**src/rtl/usb_pkt_rx.sv**
```systemverilog
// rtl/usb_pkt_rx.sv - USB receive packet decoder: PID and CRC checks, token fields, CRC-stripped payload.
module usb_pkt_rx #(
  parameter int MAX_LEN = 1023
) (
  input  logic       clk,
  input  logic       reset_n,
  input  logic [7:0] rx_data,
  input  logic       rx_valid,
  input  logic       rx_active,
  input  logic       rx_error,
  output logic [3:0] pid,
  output logic       pid_valid,
  output logic [6:0] token_addr,
  output logic [3:0] token_endp,
  output logic [7:0] out_data,
  output logic       out_valid,
  output logic       pkt_ok,
  output logic       pkt_err,
  output logic [1:0] err_code
);
  // Wide enough to hold MAX_LEN+2; a byte beyond that sets the overflow flag instead.
  localparam int CW = $clog2(MAX_LEN + 3);
  localparam logic [CW-1:0] CNT_MAX = CW'(MAX_LEN + 2);

  typedef enum logic [2:0] {S_IDLE, S_PID, S_TOKEN, S_DATA, S_HSHK, S_DROP} state_t;

  function automatic logic [4:0] crc5_byte(input logic [4:0] c, input logic [7:0] d);
    logic [4:0] r;
    r = c;
    for (int i = 0; i < 8; i++) r = (r[0] ^ d[i]) ? ((r >> 1) ^ 5'h14) : (r >> 1);
    return r;
  endfunction

  function automatic logic [15:0] crc16_byte(input logic [15:0] c, input logic [7:0] d);
    logic [15:0] r;
    r = c;
    for (int i = 0; i < 8; i++) r = (r[0] ^ d[i]) ? ((r >> 1) ^ 16'hA001) : (r >> 1);
    return r;
  endfunction

  state_t         state, n_state;
  logic           act_q;
  logic [1:0]     code, n_code, fin_code;
  logic [CW-1:0]  cnt, n_cnt;
  logic           over, n_over;
  logic [4:0]     crc5, n_crc5;
  logic [15:0]    crc16, n_crc16;
  logic [7:0]     dly0, dly1, n_dly0, n_dly1;
  logic [7:0]     tok0, n_tok0;
  logic [2:0]     tok1, n_tok1;
  logic           emit, pid_pass;

  // Effect of this cycle's byte/error, applied before any end-of-packet evaluation.
  always_comb begin
    n_state  = state;
    n_code   = code;
    n_cnt    = cnt;
    n_over   = over;
    n_crc5   = crc5;
    n_crc16  = crc16;
    n_dly0   = dly0;
    n_dly1   = dly1;
    n_tok0   = tok0;
    n_tok1   = tok1;
    emit     = 1'b0;
    pid_pass = 1'b0;
    if (state != S_IDLE) begin
      if (rx_error && state != S_DROP) begin
        n_state = S_DROP;
        if (code == 2'd0) n_code = 2'd3;
      end else if (rx_valid) begin
        case (state)
          S_PID: begin
            if (rx_data[7:4] != ~rx_data[3:0]) begin
              n_state = S_DROP;
              n_code  = 2'd1;
            end else begin
              pid_pass = 1'b1;
              case (rx_data[1:0])
                2'b01:   n_state = S_TOKEN;
                2'b11:   n_state = S_DATA;
                2'b10:   n_state = S_HSHK;
                default: begin
                  n_state = S_DROP;
                  n_code  = 2'd3;
                end
              endcase
            end
          end
          S_TOKEN, S_DATA, S_HSHK: begin
            if (cnt == CNT_MAX) n_over = 1'b1;
            else                n_cnt  = cnt + 1'b1;
            n_crc5  = crc5_byte(crc5, rx_data);
            n_crc16 = crc16_byte(crc16, rx_data);
            if (cnt == CW'(0)) n_tok0 = rx_data;
            if (cnt == CW'(1)) n_tok1 = rx_data[2:0];
            n_dly0 = rx_data;
            n_dly1 = dly0;
            emit   = (state == S_DATA) && (cnt >= CW'(2));
          end
          default: ;
        endcase
      end
    end
  end

  always_comb begin
    fin_code = n_code;
    if (n_code == 2'd0) begin
      case (n_state)
        S_TOKEN: fin_code = (n_cnt != CW'(2)) ? 2'd3 : (n_crc5 != 5'h06) ? 2'd2 : 2'd0;
        S_DATA:  fin_code = (n_cnt < CW'(2) || n_over) ? 2'd3 :
                            (n_crc16 != 16'hB001) ? 2'd2 : 2'd0;
        S_HSHK:  fin_code = (n_cnt != CW'(0)) ? 2'd3 : 2'd0;
        default: fin_code = 2'd3;
      endcase
    end
  end

  always_ff @(posedge clk or negedge reset_n) begin
    if (!reset_n) begin
      state      <= S_IDLE;
      act_q      <= 1'b0;
      code       <= 2'd0;
      cnt        <= '0;
      over       <= 1'b0;
      crc5       <= 5'h1F;
      crc16      <= 16'hFFFF;
      dly0       <= 8'h00;
      dly1       <= 8'h00;
      tok0       <= 8'h00;
      tok1       <= 3'd0;
      pid        <= 4'h0;
      pid_valid  <= 1'b0;
      token_addr <= 7'h00;
      token_endp <= 4'h0;
      out_data   <= 8'h00;
      out_valid  <= 1'b0;
      pkt_ok     <= 1'b0;
      pkt_err    <= 1'b0;
      err_code   <= 2'd0;
    end else begin
      act_q     <= rx_active;
      pid_valid <= pid_pass;
      if (pid_pass) pid <= rx_data[3:0];
      out_valid <= emit;
      if (emit) out_data <= dly1;
      pkt_ok    <= 1'b0;
      pkt_err   <= 1'b0;
      err_code  <= 2'd0;
      dly0      <= n_dly0;
      dly1      <= n_dly1;
      tok0      <= n_tok0;
      tok1      <= n_tok1;
      if (state == S_IDLE) begin
        code  <= 2'd0;
        cnt   <= '0;
        over  <= 1'b0;
        crc5  <= 5'h1F;
        crc16 <= 16'hFFFF;
        if (rx_active && !act_q) state <= S_PID;
      end else if (!rx_active) begin
        state <= S_IDLE;
        if (fin_code == 2'd0) begin
          pkt_ok <= 1'b1;
          if (n_state == S_TOKEN) begin
            token_addr <= n_tok0[6:0];
            token_endp <= {n_tok1, n_tok0[7]};
          end
        end else begin
          pkt_err  <= 1'b1;
          err_code <= fin_code;
        end
      end else begin
        state <= n_state;
        code  <= n_code;
        cnt   <= n_cnt;
        over  <= n_over;
        crc5  <= n_crc5;
        crc16 <= n_crc16;
      end
    end
  end
endmodule

```
**config.mk**
```make
export PLATFORM = sky130hd
export DESIGN_NAME = usb_pkt_rx
export DESIGN_NICKNAME = d
export VERILOG_FILES = /design/src/rtl/usb_pkt_rx.sv
export SDC_FILE = /design/constraint.sdc
export NUM_CORES = 1
export LEC_CHECK = 0
export ABC_AREA = 1
export BUFFER_PORTS_ARGS = -buffer_cell sky130_fd_sc_hd__buf_4
export CAP_MARGIN = 20
export CORE_AREA = 3 3 109 132
export DETAILED_ROUTE_END_ITERATION = 8
export DIE_AREA = 0 0 112 135
export PLACE_DENSITY = 0.56
export SLEW_MARGIN = 5
export SYNTH_ARGS = -nofsm -noshare
export SYNTH_HDL_FRONTEND = slang
export SYNTH_SLANG_ARGS = --single-unit
```
**constraint.sdc**
```tcl
create_clock -name clk -period 6.97 [get_ports clk]
set_input_delay 0.3485 -clock clk [delete_from_list [all_inputs] [get_ports clk]]
set_output_delay 0.3485 -clock clk [all_outputs]
set_load 0.03 [all_outputs]
```
==> metrics <==
status complete, no violations; max cap viols 0; crit path capture token_addr[3]; top-count cell post-synth nand2_1; clk buf depth 2; final worst-path cycle share 0.583; Max IR drop VDD ~0.15 mV; Congestion Overflow GR 0; TritonCTS clock tree built; die area 0.0151 mm2; Vias 4392; Comb power frac 0.180; PortBufs 41; Synth Area per Inst 8.01 um2; share of cells above drive strength 1 0.171; fill count 1310; clk slew on worst S/H paths 0.07 ns; cell-internal power 0.000986 W; Post-synth EDFFs 0; gr usage total 0.176; Post-Syn Nets 672; Post-Syn Area 0.00522 mm2; first-pass GRT wire length 21500 um; number of global-route vias before repair 4306; clk sink count 95; setup_tns 0 ns; later-pin clock latency in the skew report around 0.34 ns; Seq. cell area 0.00240 mm2; initial drt markers 307; nets@finish 707; CP Capture Type flop; clock skew 0.0117 ns; Initial Utilization 0.396; ANT nets after route 0; n_diodes 0; RSZ-0062 raised after global routing no; min Tclk post-route 4.07 ns; Slew Limit Fails 0; Die X about 110 um; Critical Path Start Type flop; Final Hold Viols 0; Slew @ Worst Pin 0.918 ns; FF-to-FF Start state[0]; Max H-tree Level 3; cts hold-fix bufs 1; top cell type's share of synthesized area 0.355; final setup fails 0; min-delay src rx_active; CORE AREA 0.0132 mm2; sequential power share 0.467; Leakage 2.93 nW; FF-to-FF path depth 9; DRC Markers 0; top cells by area, synth dfrtp_1 (36%), nand2_1 (14%), dfstp_2 (11%); routability cong. 0.865; Unique masters post-synth 41; hpwl dp 9520 um; routed vias/inst around 5.1; sw frac 0.295; Synth Register Bits 95; I/O pins 42; clock root buffer master clkbuf_16; Routed WL 12900 um; WP data arrival 4.29 ns; ys async rst share 1.00; Area Growth Syn to Fin 14.1%; Commonest cells post-synth nand2_1 (188), dfrtp_1 (74), inv_1 (70); CP Launch Point state[0]; part of the power in the clock network 0.353; 1st-pass router iterations 5; DR WL/cell 15.0 um; FF-to-FF End token_addr[3]; Top FF cell, synth dfrtp_1; Inserted Clock Buffers 9; critical path peak fanout 26; Layout Cells excl Fill 859; placed insts 842; Seq/Total Area, Yosys 0.461; PostCTS Resize Cnt 0; R2R setup slack ~2.9 ns; # Post-CTS Setup Buffers 0; CP Class reg -> reg; switching pwr just over 0.0004 W; chip height 135 um; power per cell area 235 mW/mm2; Yosys top cell by area dfrtp_1; synth warn 0; largest net degree at the start of global routing 67; Gate Count Post-Synth 651; fmax 246 MHz; relative slew slack 0.386; initial antenna violation count 0; # rows 46; Worst Hold Class in -> reg; WP data required 7.20 ns; multi-input logic area 0.00240 mm2
[cells by family after synthesis]
group / share of synthesized area
muxes: 0.0216
adders and majority gates: 0.0192
buffers and inverters: 0.0794
DFF: 0.461
and+or+nand+nor: 0.261
xor gates and xnor gates: 0.0487
AOI/OAI and AO/OA: 0.109
[cell usage in the layout, fill, tap and decap left out, drive strengths merged]
| cell type | synthesis | final |
|---|---|---|
| nand3b | 1 | 1 |
| nor3 | 4 | 4 |
| clkinv | 1 | 2 |
| clkinvlp | 0 | 2 |
| inv | 74 | 76 |
| bufinv | 0 | 1 |
| clkbuf | 11 | 10 |
| buf | 13 | 47 |
| a211oi | 2 | 2 |
| nand4 | 22 | 22 |
| nor2 | 48 | 48 |
| xnor2 | 13 | 13 |
| nand3 | 40 | 40 |
| o22ai | 17 | 17 |
| dfstp | 21 | 21 |
| o211ai | 1 | 1 |
| dfrtp | 74 | 74 |
| ha | 8 | 8 |
| xor2 | 16 | 16 |
| nand2b | 1 | 1 |
| o21ai | 52 | 52 |
| a21oi | 14 | 14 |
| a2111oi | 1 | 1 |
| a22o | 1 | 1 |
| a22oi | 7 | 7 |
| nand2 | 194 | 194 |
| or2 | 1 | 1 |
| dlygate4sd3 | 0 | 1 |
| nor4 | 2 | 2 |
| mux2 | 10 | 10 |
| a31oi | 2 | 2 |
[flip-flops by register name, indices dropped and copies added (netlist names), 2 cells and up]
name	flops
tok1	3
crc16	16
token_addr	7
code	2
cnt	11
token_endp	4
pid	4
tok0	8
state	3
crc5	5
dly1	8
err_code	2
dly0	8
out_data	8
[area by class of cell]
cell class                 instances  share of cell area
inverter                          75              0.0473
sequential                        95               0.404
timing repair buffer              48              0.0609
tap                              168              0.0353
clock inverter                     6              0.0113
clock buffer                      10              0.0385
multi-input combinational        457               0.403
[through the flow]
stage / utilization / setup slack [ns] / cell area, um2 / power (W) / hold WS [ns]
CTS: 0.452 / 2.89 / 5950 / 0.00142 / 0.142
detailed placement: 0.428 / 2.92 / 5650 / 0.000916 / 0.317
finish: 0.452 / 2.90 / 5950 / 0.00140 / 0.156
global placement: 0.428 / 3.10 / 5650 / 0.000911 / 0.308
floorplan: - / 4.47 / 5220 / 0.000838 / 0.0529
global route: 0.452 / 2.57 / 5950 / 0.00148 / 0.145
[power groups by stage]
stage | logic (W) | registers (W) | clock network, W
finish | 0.000251 | 0.000653 | 0.000493
CTS | 0.000255 | 0.000653 | 0.000509
global route | 0.000286 | 0.000661 | 0.000528
global placement | 0.000250 | 0.000661 | 0
floorplan | 0.000171 | 0.000668 | 0
detailed placement | 0.000253 | 0.000663 | 0
[worst max-delay path: stages (launching register included)]
cell      delay (ns)
dfrtp_1         0.38
inv_1           0.10
nand3_2         0.20
inv_1           0.11
nor2_1          0.70
clkinv_1        0.95
nor2_2          0.69
nand4_1         0.54
nand2_1         0.19
nand2_1         0.07
[how the worst min path moves through the flow]
stage,to,depth (start not counted)
2_1_floorplan,act_q,0
3_3_place_gp,out_data[1],1
3_5_place_dp,out_data[1],1
4_1_cts,act_q,1
5_1_grt,act_q,1
6_report,act_q,1
[per-layer routing]
layer	vias to the layer above	share of wire	wire [um]	GRT usage
met5	-	0	0	0
met4	0	0.020	253	0.0615
met3	18	0.029	378	0.0197
met2	75	0.51	6560	0.311
met1	2110	0.44	5700	0.223
li1	2189	-	-	-
Note: power is estimated with default switching activity, not from simulation.
